<file path="src/rtl/pwm_generator.sv">
// -----------------------------------------------------------------------------
// pwm_generator
//   PWM output stage for the duty/period adjust path. Samples the debounced
//   Duty (percent) and Count_P (period in CLK cycles) settings, computes the
//   high-time threshold Count_P*Duty/DUTY_MAX with a sequential shift-add
//   multiplier followed by a restoring divider, and applies the new
//   period/threshold pair together at the next period boundary.
//
//   Ports:
//     CLK           system clock
//     Rstn          asynchronous active-low reset
//     Duty          requested duty in percent, clamped to DUTY_MAX
//     Count_P       requested period in CLK cycles, 0 stops the PWM
//     PWM_Out       registered PWM waveform
//     Period_Start  one-cycle pulse when PWM_Out reflects counter value 0
//     Update_Done   one-cycle pulse, aligned with Period_Start, when new
//                   settings take effect
//     PWM_N         (PWM_COMPL_EN only) complementary output with dead time
//
//   Build option:
//     PWM_COMPL_EN  adds the PWM_N output and the DEAD_CYC dead-time logic.
// -----------------------------------------------------------------------------
module pwm_generator #(
    parameter int unsigned CNT_W    = 24,
    parameter int unsigned DUTY_W   = 8,
    parameter int unsigned DUTY_MAX = 100
`ifdef PWM_COMPL_EN
    ,
    parameter int unsigned DEAD_CYC = 4
`endif
) (
    input  logic              CLK,
    input  logic              Rstn,
    input  logic [DUTY_W-1:0] Duty,
    input  logic [CNT_W-1:0]  Count_P,
    output logic              PWM_Out,
    output logic              Period_Start,
    output logic              Update_Done
`ifdef PWM_COMPL_EN
    ,
    output logic              PWM_N
`endif
);

    localparam int unsigned PROD_W    = CNT_W + DUTY_W;
    localparam int unsigned MUL_STEPS = DUTY_W;
    localparam int unsigned DIV_STEPS = PROD_W;
    localparam int unsigned STEP_W    = $clog2(PROD_W);
    // Remainder stays below DUTY_MAX; one extra bit holds the shifted-in value.
    localparam int unsigned REM_W     = $clog2(DUTY_MAX) + 1;

    typedef enum logic [1:0] {
        ST_IDLE,
        ST_MUL,
        ST_DIV,
        ST_DONE
    } calc_state_t;

    calc_state_t        state;
    logic [DUTY_W-1:0]  smp_D;
    logic [CNT_W-1:0]   smp_P;
    logic [STEP_W-1:0]  step;
    logic [PROD_W-1:0]  work;      // product during MUL, dividend/quotient during DIV
    logic [PROD_W-1:0]  mcand;
    logic [DUTY_W-1:0]  mplier;
    logic [REM_W-1:0]   rem;

    logic [CNT_W-1:0]   new_P;
    logic [CNT_W-1:0]   new_H;
    logic               pending;

    logic [CNT_W-1:0]   act_P;
    logic [CNT_W-1:0]   act_H;
    logic [CNT_W-1:0]   cnt;
    logic               upd_q;

    // Clamp and compare the live settings against the last sampled pair
    logic [DUTY_W-1:0]  duty_clamp_c;
    logic               settings_diff_c;

    assign duty_clamp_c    = (Duty > DUTY_W'(DUTY_MAX)) ? DUTY_W'(DUTY_MAX) : Duty;
    assign settings_diff_c = (duty_clamp_c != smp_D) || (Count_P != smp_P);

    // One shift-add step and one restoring-division step
    logic [PROD_W-1:0]  mul_sum_c;
    logic [REM_W-1:0]   rem_sh_c;
    logic               rem_ge_c;

    assign mul_sum_c = work + (mplier[0] ? mcand : '0);
    assign rem_sh_c  = {rem[REM_W-2:0], work[PROD_W-1]};
    assign rem_ge_c  = (rem_sh_c >= REM_W'(DUTY_MAX));

    // Result is only handed over if the inputs did not move during the calculation
    logic               done_load_c;

    assign done_load_c = (state == ST_DONE) && !settings_diff_c;

    // Period boundary: counter wraps, or PWM is stopped so updates apply at once
    logic               boundary_c;
    logic               pwm_nx_c;
    logic               start_nx_c;

    assign boundary_c = (act_P == '0) || (cnt == act_P - CNT_W'(1));
    assign pwm_nx_c   = (act_P != '0) && (cnt < act_H);
    assign start_nx_c = (act_P != '0) && (cnt == '0);

    // Threshold calculation FSM: IDLE -> MUL (8) -> DIV (32) -> DONE -> IDLE
    always_ff @(posedge CLK or negedge Rstn) begin
        if (!Rstn) begin
            state  <= ST_IDLE;
            smp_D  <= '0;
            smp_P  <= '0;
            step   <= '0;
            work   <= '0;
            mcand  <= '0;
            mplier <= '0;
            rem    <= '0;
            new_P  <= '0;
            new_H  <= '0;
        end else begin
            case (state)
                ST_IDLE: begin
                    if (settings_diff_c) begin
                        smp_D  <= duty_clamp_c;
                        smp_P  <= Count_P;
                        work   <= '0;
                        mcand  <= PROD_W'(Count_P);
                        mplier <= duty_clamp_c;
                        rem    <= '0;
                        step   <= '0;
                        state  <= ST_MUL;
                    end
                end
                ST_MUL: begin
                    work   <= mul_sum_c;
                    mcand  <= {mcand[PROD_W-2:0], 1'b0};
                    mplier <= {1'b0, mplier[DUTY_W-1:1]};
                    if (step == STEP_W'(MUL_STEPS - 1)) begin
                        step  <= '0;
                        state <= ST_DIV;
                    end else begin
                        step <= step + STEP_W'(1);
                    end
                end
                ST_DIV: begin
                    rem  <= rem_ge_c ? (rem_sh_c - REM_W'(DUTY_MAX)) : rem_sh_c;
                    work <= {work[PROD_W-2:0], rem_ge_c};
                    if (step == STEP_W'(DIV_STEPS - 1)) begin
                        step  <= '0;
                        state <= ST_DONE;
                    end else begin
                        step <= step + STEP_W'(1);
                    end
                end
                ST_DONE: begin
                    // Quotient never exceeds smp_P, so the low CNT_W bits hold it
                    if (!settings_diff_c) begin
                        new_P <= smp_P;
                        new_H <= work[CNT_W-1:0];
                    end
                    state <= ST_IDLE;
                end
                default: state <= ST_IDLE;
            endcase
        end
    end

    // Period counter, boundary update and registered outputs
    always_ff @(posedge CLK or negedge Rstn) begin
        if (!Rstn) begin
            cnt          <= '0;
            act_P        <= '0;
            act_H        <= '0;
            pending      <= 1'b0;
            upd_q        <= 1'b0;
            PWM_Out      <= 1'b0;
            Period_Start <= 1'b0;
            Update_Done  <= 1'b0;
        end else begin
            if (boundary_c) begin
                cnt <= '0;
                // act_P and act_H always move together
                if (pending) begin
                    act_P <= new_P;
                    act_H <= new_H;
                end
            end else begin
                cnt <= cnt + CNT_W'(1);
            end

            // A fresh result wins over clearing; it is applied at the next boundary
            pending      <= done_load_c || (pending && !boundary_c);
            upd_q        <= boundary_c && pending;
            Update_Done  <= upd_q;
            PWM_Out      <= pwm_nx_c;
            Period_Start <= start_nx_c;
        end
    end

`ifdef PWM_COMPL_EN
    localparam int unsigned DEAD_W = (DEAD_CYC < 1) ? 1 : $clog2(DEAD_CYC + 1);

    // Cycles PWM_Out has held its current level, saturating at DEAD_CYC
    logic [DEAD_W-1:0] hold_cnt;
    logic [DEAD_W-1:0] hold_nx_c;

    assign hold_nx_c = (pwm_nx_c != PWM_Out)               ? '0 :
                       (hold_cnt == DEAD_W'(DEAD_CYC))      ? hold_cnt :
                                                              hold_cnt + DEAD_W'(1);

    // PWM_N rises only once the low phase has lasted DEAD_CYC cycles
    always_ff @(posedge CLK or negedge Rstn) begin
        if (!Rstn) begin
            hold_cnt <= '0;
            PWM_N    <= 1'b0;
        end else begin
            hold_cnt <= hold_nx_c;
            PWM_N    <= (act_P != '0) && !pwm_nx_c && (hold_nx_c == DEAD_W'(DEAD_CYC));
        end
    end
`endif

endmodule
</file>
<file path="config.mk">
export PLATFORM = sky130hd
export DESIGN_NAME = pwm_generator
export DESIGN_NICKNAME = d
export VERILOG_FILES = /design/src/rtl/pwm_generator.sv
export SDC_FILE = /design/constraint.sdc
export NUM_CORES = 1
export LEC_CHECK = 0
export BUFFER_PORTS_ARGS = -buffer_cell sky130_fd_sc_hd__clkbuf_2
export CORE_MARGIN = 1
export CORE_UTILIZATION = 28
export DETAILED_ROUTE_END_ITERATION = 8
export GPL_TIMING_DRIVEN = 1
export PLACE_DENSITY = 0.52
export REMOVE_ABC_BUFFERS = 1
export SLEW_MARGIN = 30
export SYNTH_ARGS = -nofsm -noshare
export SYNTH_HDL_FRONTEND = slang
export SYNTH_SLANG_ARGS = --single-unit
</file>
<file path="constraint.sdc">
create_clock -name CLK -period 9.5 [get_ports CLK]
set_clock_uncertainty 0.1 [all_clocks]
set_input_delay 0.95 -clock CLK [delete_from_list [all_inputs] [get_ports CLK]]
set_output_delay 0.95 -clock CLK [all_outputs]
set_load 0.02 [all_outputs]
</file>
# Word-level counts from Yosys, hierarchy flattened
# Cells that the tools add are included.
# W data, S select, Z words.
# word_totals
out_inout_bits	3
rom_bits	0
latch_bits	0
n_memories	0
register_bits	243
ramBits	0
input_bits	34
elab_cells	82
# op_classes
n_bitwise	1
order_cmp	3
n_mux	20
n_reduce_logical	24
multipliers	0
shift	0
addsub	5
div	0
eq_ne	11
# op_table
op	n
$mux W32	3
$pmux W32 S3	1
$pmux W32 S2	1
$logic_not A24 Y1	2
$add A32 B32 Y32	1
$add A24 B1 Y24 const B	1
$eq A24 B24 Y1	1
$lt A24 B24 Y1	1
$mux W24	1
$ne A24 B24 Y1	1
$reduce_bool A24 Y1	1
$sub A24 B1 Y24 const B	1
$mux W8	2
$pmux W8 S2	1
$mux W5	3
$pmux W5 S3	1
$mux W7	2
$pmux W7 S2	1
$reduce_and A2 Y1	6
$ge A8 B7 Y1 const B	1
$gt A8 B7 Y1 const B	1
$ne A8 B8 Y1	1
$pmux W2 S4	1
$sub A7 B7 Y7 const B	1
15 further kinds	28

# Longest topological paths before layout
# logic_depth
word_depth	7
mapped_depth	14
ltp_nobuf	12

# Least setup slack after synthesis
# No wires, ideal clock.
# synth_path
path_kind	reg2reg
start	reg mplier[0]
end	reg work[26]
stages_incl_launch_ff	14
path_buffers	1
setup_time_ns	0.083
t_arrival_ns	3.263
slack_ns	6.054
synth_period_minus_slack_ns	3.446
required_time_ns	9.317
cell_sequence	dfrtp_1 > clkbuf_1 > and2_1 > ha_1 > fa_1 > a21o_1 > a221oi_1 > a211oi_1 > o21ai_0 > o21ai_0 > a211oi_1 > xnor2_1 > a22oi_1 > o21ai_0
# synth_between
elab_chain_len	3
# synth_lines
item	line_no	rtl
start: declaration	65	logic [DUTY_W-1:0] mplier;
start signal: assignment	128	mplier <= duty_clamp_c;
start signal: assignment	137	mplier <= {1'b0, mplier[DUTY_W-1:1]};
$mux W32	89	assign mul_sum_c = work + (mplier[0] ? mcand : '0);
$add A32 B32 Y32	89	
$pmux W32 S3	121	case (state)
end signal: assignment	135	work <= mul_sum_c;
end signal: assignment	147	work <= {work[PROD_W-2:0], rem_ge_c};
end: declaration	63	logic [PROD_W-1:0] work;
# No other way between the ends.
# A chain may end at the register's enable or synchronous reset.

# Worst setup path after layout
# Ends and elaborated chain as after synthesis.

==> metrics.md <==
| Metric | Value |
|---|---|
| IO Pins | `37` |
| CTS tree | `done` |
| Yosys warning count | `0` |
| Tot GR Track Use | `0.144` |
| Hpwl dp | `25.9 mm` |
| Sw Ratio | `0.279` |
| # rows | `81` |
| Net Switching | `0.725 mW` |
| Required time worst endpoint | `9860 ps` |
| DRT Wirelength | `36.4 mm` |
| TritonCTS Buffers | `27` |
| Slew Limit Headroom | `0.357` |
| Die width | `226 um` |
| WL/cell | `17.4 um` |
| GRT busiest layer | `met2` |
| GRT overflow | `0` |
| Period utilization | `0.489` |
| Peak supply drop | `118 uV` |
| Final RePlAce weighted congestion | `0.861` |
| Initial core utilization | `0.285` |
| Post-CTS setup repair buffer count | `0` |
| Synth top area cells | `dfrtp_1, mux2_2, ha_1, xnor2_1, xor2_1` |
| Fin area | `15,700 um2` |
| Ys flop type | `dfrtp_1` |
| Mapped Area | `14,000 um2` |
| CP Capture Type | `flip-flop` |
| Combinational share of power | `0.139` |
| Tot Pwr | `between 2 and 3 mW` |
| Pre-Repair DR Iteration Count | `5` |
| Root buf cell | `clkbuf_16` |
| Area grow syn2layout | `12.1%` |
| Chip height | `~230 um` |
| EDFF count, synth | `0` |
| Initial antenna violation count | `1` |
| Clk pwr share | `0.404` |
| #FFs+latches synth | `243` |
| Final Setup Violations | `0` |
| Critical Path Source Type | `flip-flop` |
| Hold crit path type | `flip-flop to flip-flop` |
| Max Clock Freq | `0.215 GHz` |
| Max-cap violations | `0` |
| Die Footprint | `51,000 um2` |
| Post-synth top area cell | `dfrtp_1` |
| Worst-path fanout max | `33` |
| Largest net degree at the start of global routing | `92` |
| WS Path Type | `flip-flop to flip-flop` |
| Mean Syn Cell Area | `9.94 um2` |
| Fin nets | `1,508` |
| Clock-pin slew on the worst setup and hold paths | `60 ps` |
| ANT nets after route | `0` |
| CTS resizes | `0` |
| Count of final hold-check violations | `0` |
| Clock Latency Late Sink | `550 ps` |
| # port buffers | `36` |
| DR vias | `10,400` |
| Clock sinks | `243` |
| Pint | `roughly 1.9 mW` |
| Status | `finished, final reports clean` |
| Max H-tree Level | `1` |
| WP data arrival | `5000 ps` |
| Clock Tree Buf Depth | `3` |
| DRT iter0 DRCs | `743` |
| Vias per inst | `slightly below 5` |
| DRC violations left | `0` |
| Ratio of cells with drive above 1 in the final layout | `0.131` |
| Setup TNS | `0 ps` |
| Sequential Power Share | `0.456` |
| Core footprint | `49,200 um2` |
| Number of global-route vias before repair | `10,200` |
| Placed Area | `14,800 um2` |
| Cell leakage power | `slightly above 7 nW` |
| Slew Viols, Final | `0` |
| Worst Max-Slew Pin Slew | `between 900 and 1000 ps` |
| Hold Slack | `247 ps` |
| Final min period | `around 4600 ps` |
| Power density cells | `165 nW/um2` |
| Met1 Resource Use GR | `0.208` |
| Synth top area share | `0.434` |
| RSZ-0062 raised after global routing | `false` |
| Met2 Usage GRT | `0.224` |
| Async set-or-reset flop fraction in the synthesized netlist | `1.00` |
| Register area share after synthesis | `0.434` |
| First-pass GRT wire length | `58.4 mm` |
| M3 GR Usage | `0.0189` |
| Cell variety after synth | `75` |
| Cts hold-fix bufs | `0` |
| Cells after synthesis | `1,410` |
## metrics by stage
stage,instances,utilization,setup WS [ps]
floorplan,1334,-,4980
global placement,2042,0.301,4790
detailed placement,2042,0.302,4860
CTS,2090,0.320,4800
global route,2090,0.320,4440
finish,2091,0.320,4860
## critical path, stage by stage, from the launching register on
cell,delay (ps)
dfrtp_1,680
and2_1,330
ha_1,240
fa_1,420
a21o_1,220
a221oi_1,550
a211oi_1,200
o21ai_0,630
o21ai_0,390
a211oi_1,380
xnor2_1,160
a22oi_1,80
o21ai_0,170
## flip-flops by register name, summed over array words and instances, names as in the netlist
signal and count:
mcand 32, work 32, act_H 24, act_P 24, cnt 24, new_H 24
new_P 24, smp_P 24, mplier 8, smp_D 8, rem 7, step 5
state 2, PWM_Out 1, Period_Start 1, Update_Done 1, pending 1, upd_q 1
## power by group through the flow
stage	Clock, mW	Combinational [mW]	Sequential [mW]
global route	1.12	0.408	1.19
floorplan	0	0.271	1.16
detailed placement	0	0.359	1.20
global placement	0	0.354	1.20
finish	1.05	0.361	1.18
CTS	1.08	0.360	1.18
## logic make-up after synthesis
kind of cell	Yosys count	share of synthesized area
AND/OR/NAND/NOR	415	0.147
AO/OA/AOI/OAI	321	0.153
flip-flops	243	0.434
multiplexers	131	0.103
buffers and inverters	124	0.0355
XOR/XNOR	109	0.0681
adder cells (fa/ha/maj)	67	0.0603
## cell type report
class                      instances  area (um2)
multi-input combinational       1043        7480
sequential                       243        6080
antenna                            1        2.50
inverter                          48         180
tap                              664         831
timing repair buffer              44         262
clock inverter                    10         111
clock buffer                      38         767
fill                            5064       33400
## layer usage
metal  up-vias  wire [um]
met2       179      16200
li1       5087          -
met1      5062      18200
met3        50       1080
met5         -          0
met4         0        996
## cells in the mapped netlist, types with 7 or more instances
library cell	n
a32o_1	8
a22o_1	24
nor3_1	25
nand3_1	29
nor2b_1	7
a21oi_1	61
nand2_1	121
buf_1	9
and3_1	18
inv_1	47
dfrtp_1	243
o31ai_1	19
nor4_1	24
o21a_1	7
a31oi_1	8
ha_1	66
xnor2_1	55
nand2b_1	9
mux2_2	75
nand4_1	20
o21ai_0	87
buf_2	8
a22oi_1	24
a21o_1	17
xor2_1	54
and2_1	37
mux2i_1	30
mux2_1	26
a211oi_1	16
clkbuf_1	55
nor2_1	91
## worst paths after layout
check | from | slack (ps) | to | cells past startpoint
max reg2reg | mplier[0] | 4860 | work[26] | 12
max | mplier[0] | 4860 | work[26] | 12
min | upd_q | 250 | Update_Done | 0
max in group asynchronous | Rstn | 7680 | smp_P[11] | 2
min in group asynchronous | Rstn | 280 | Update_Done | 1
min reg2reg | upd_q | 250 | Update_Done | 0
## layout by cell type (no fill, tap or decap), drive strengths merged, types with 38 or more instances in the layout
| master | synthesis | final |
|---|---|---|
| xnor2 | 55 | 55 |
| a21oi | 61 | 61 |
| ha | 66 | 66 |
| dfrtp | 243 | 243 |
| o21ai | 88 | 88 |
| xor2 | 54 | 54 |
| clkbuf | 55 | 73 |
| inv | 48 | 48 |
| nand2 | 122 | 122 |
| mux2 | 101 | 101 |
| nor2 | 93 | 93 |
| and2 | 38 | 38 |
No activity file was read; power rests on OpenSTA's default activity.
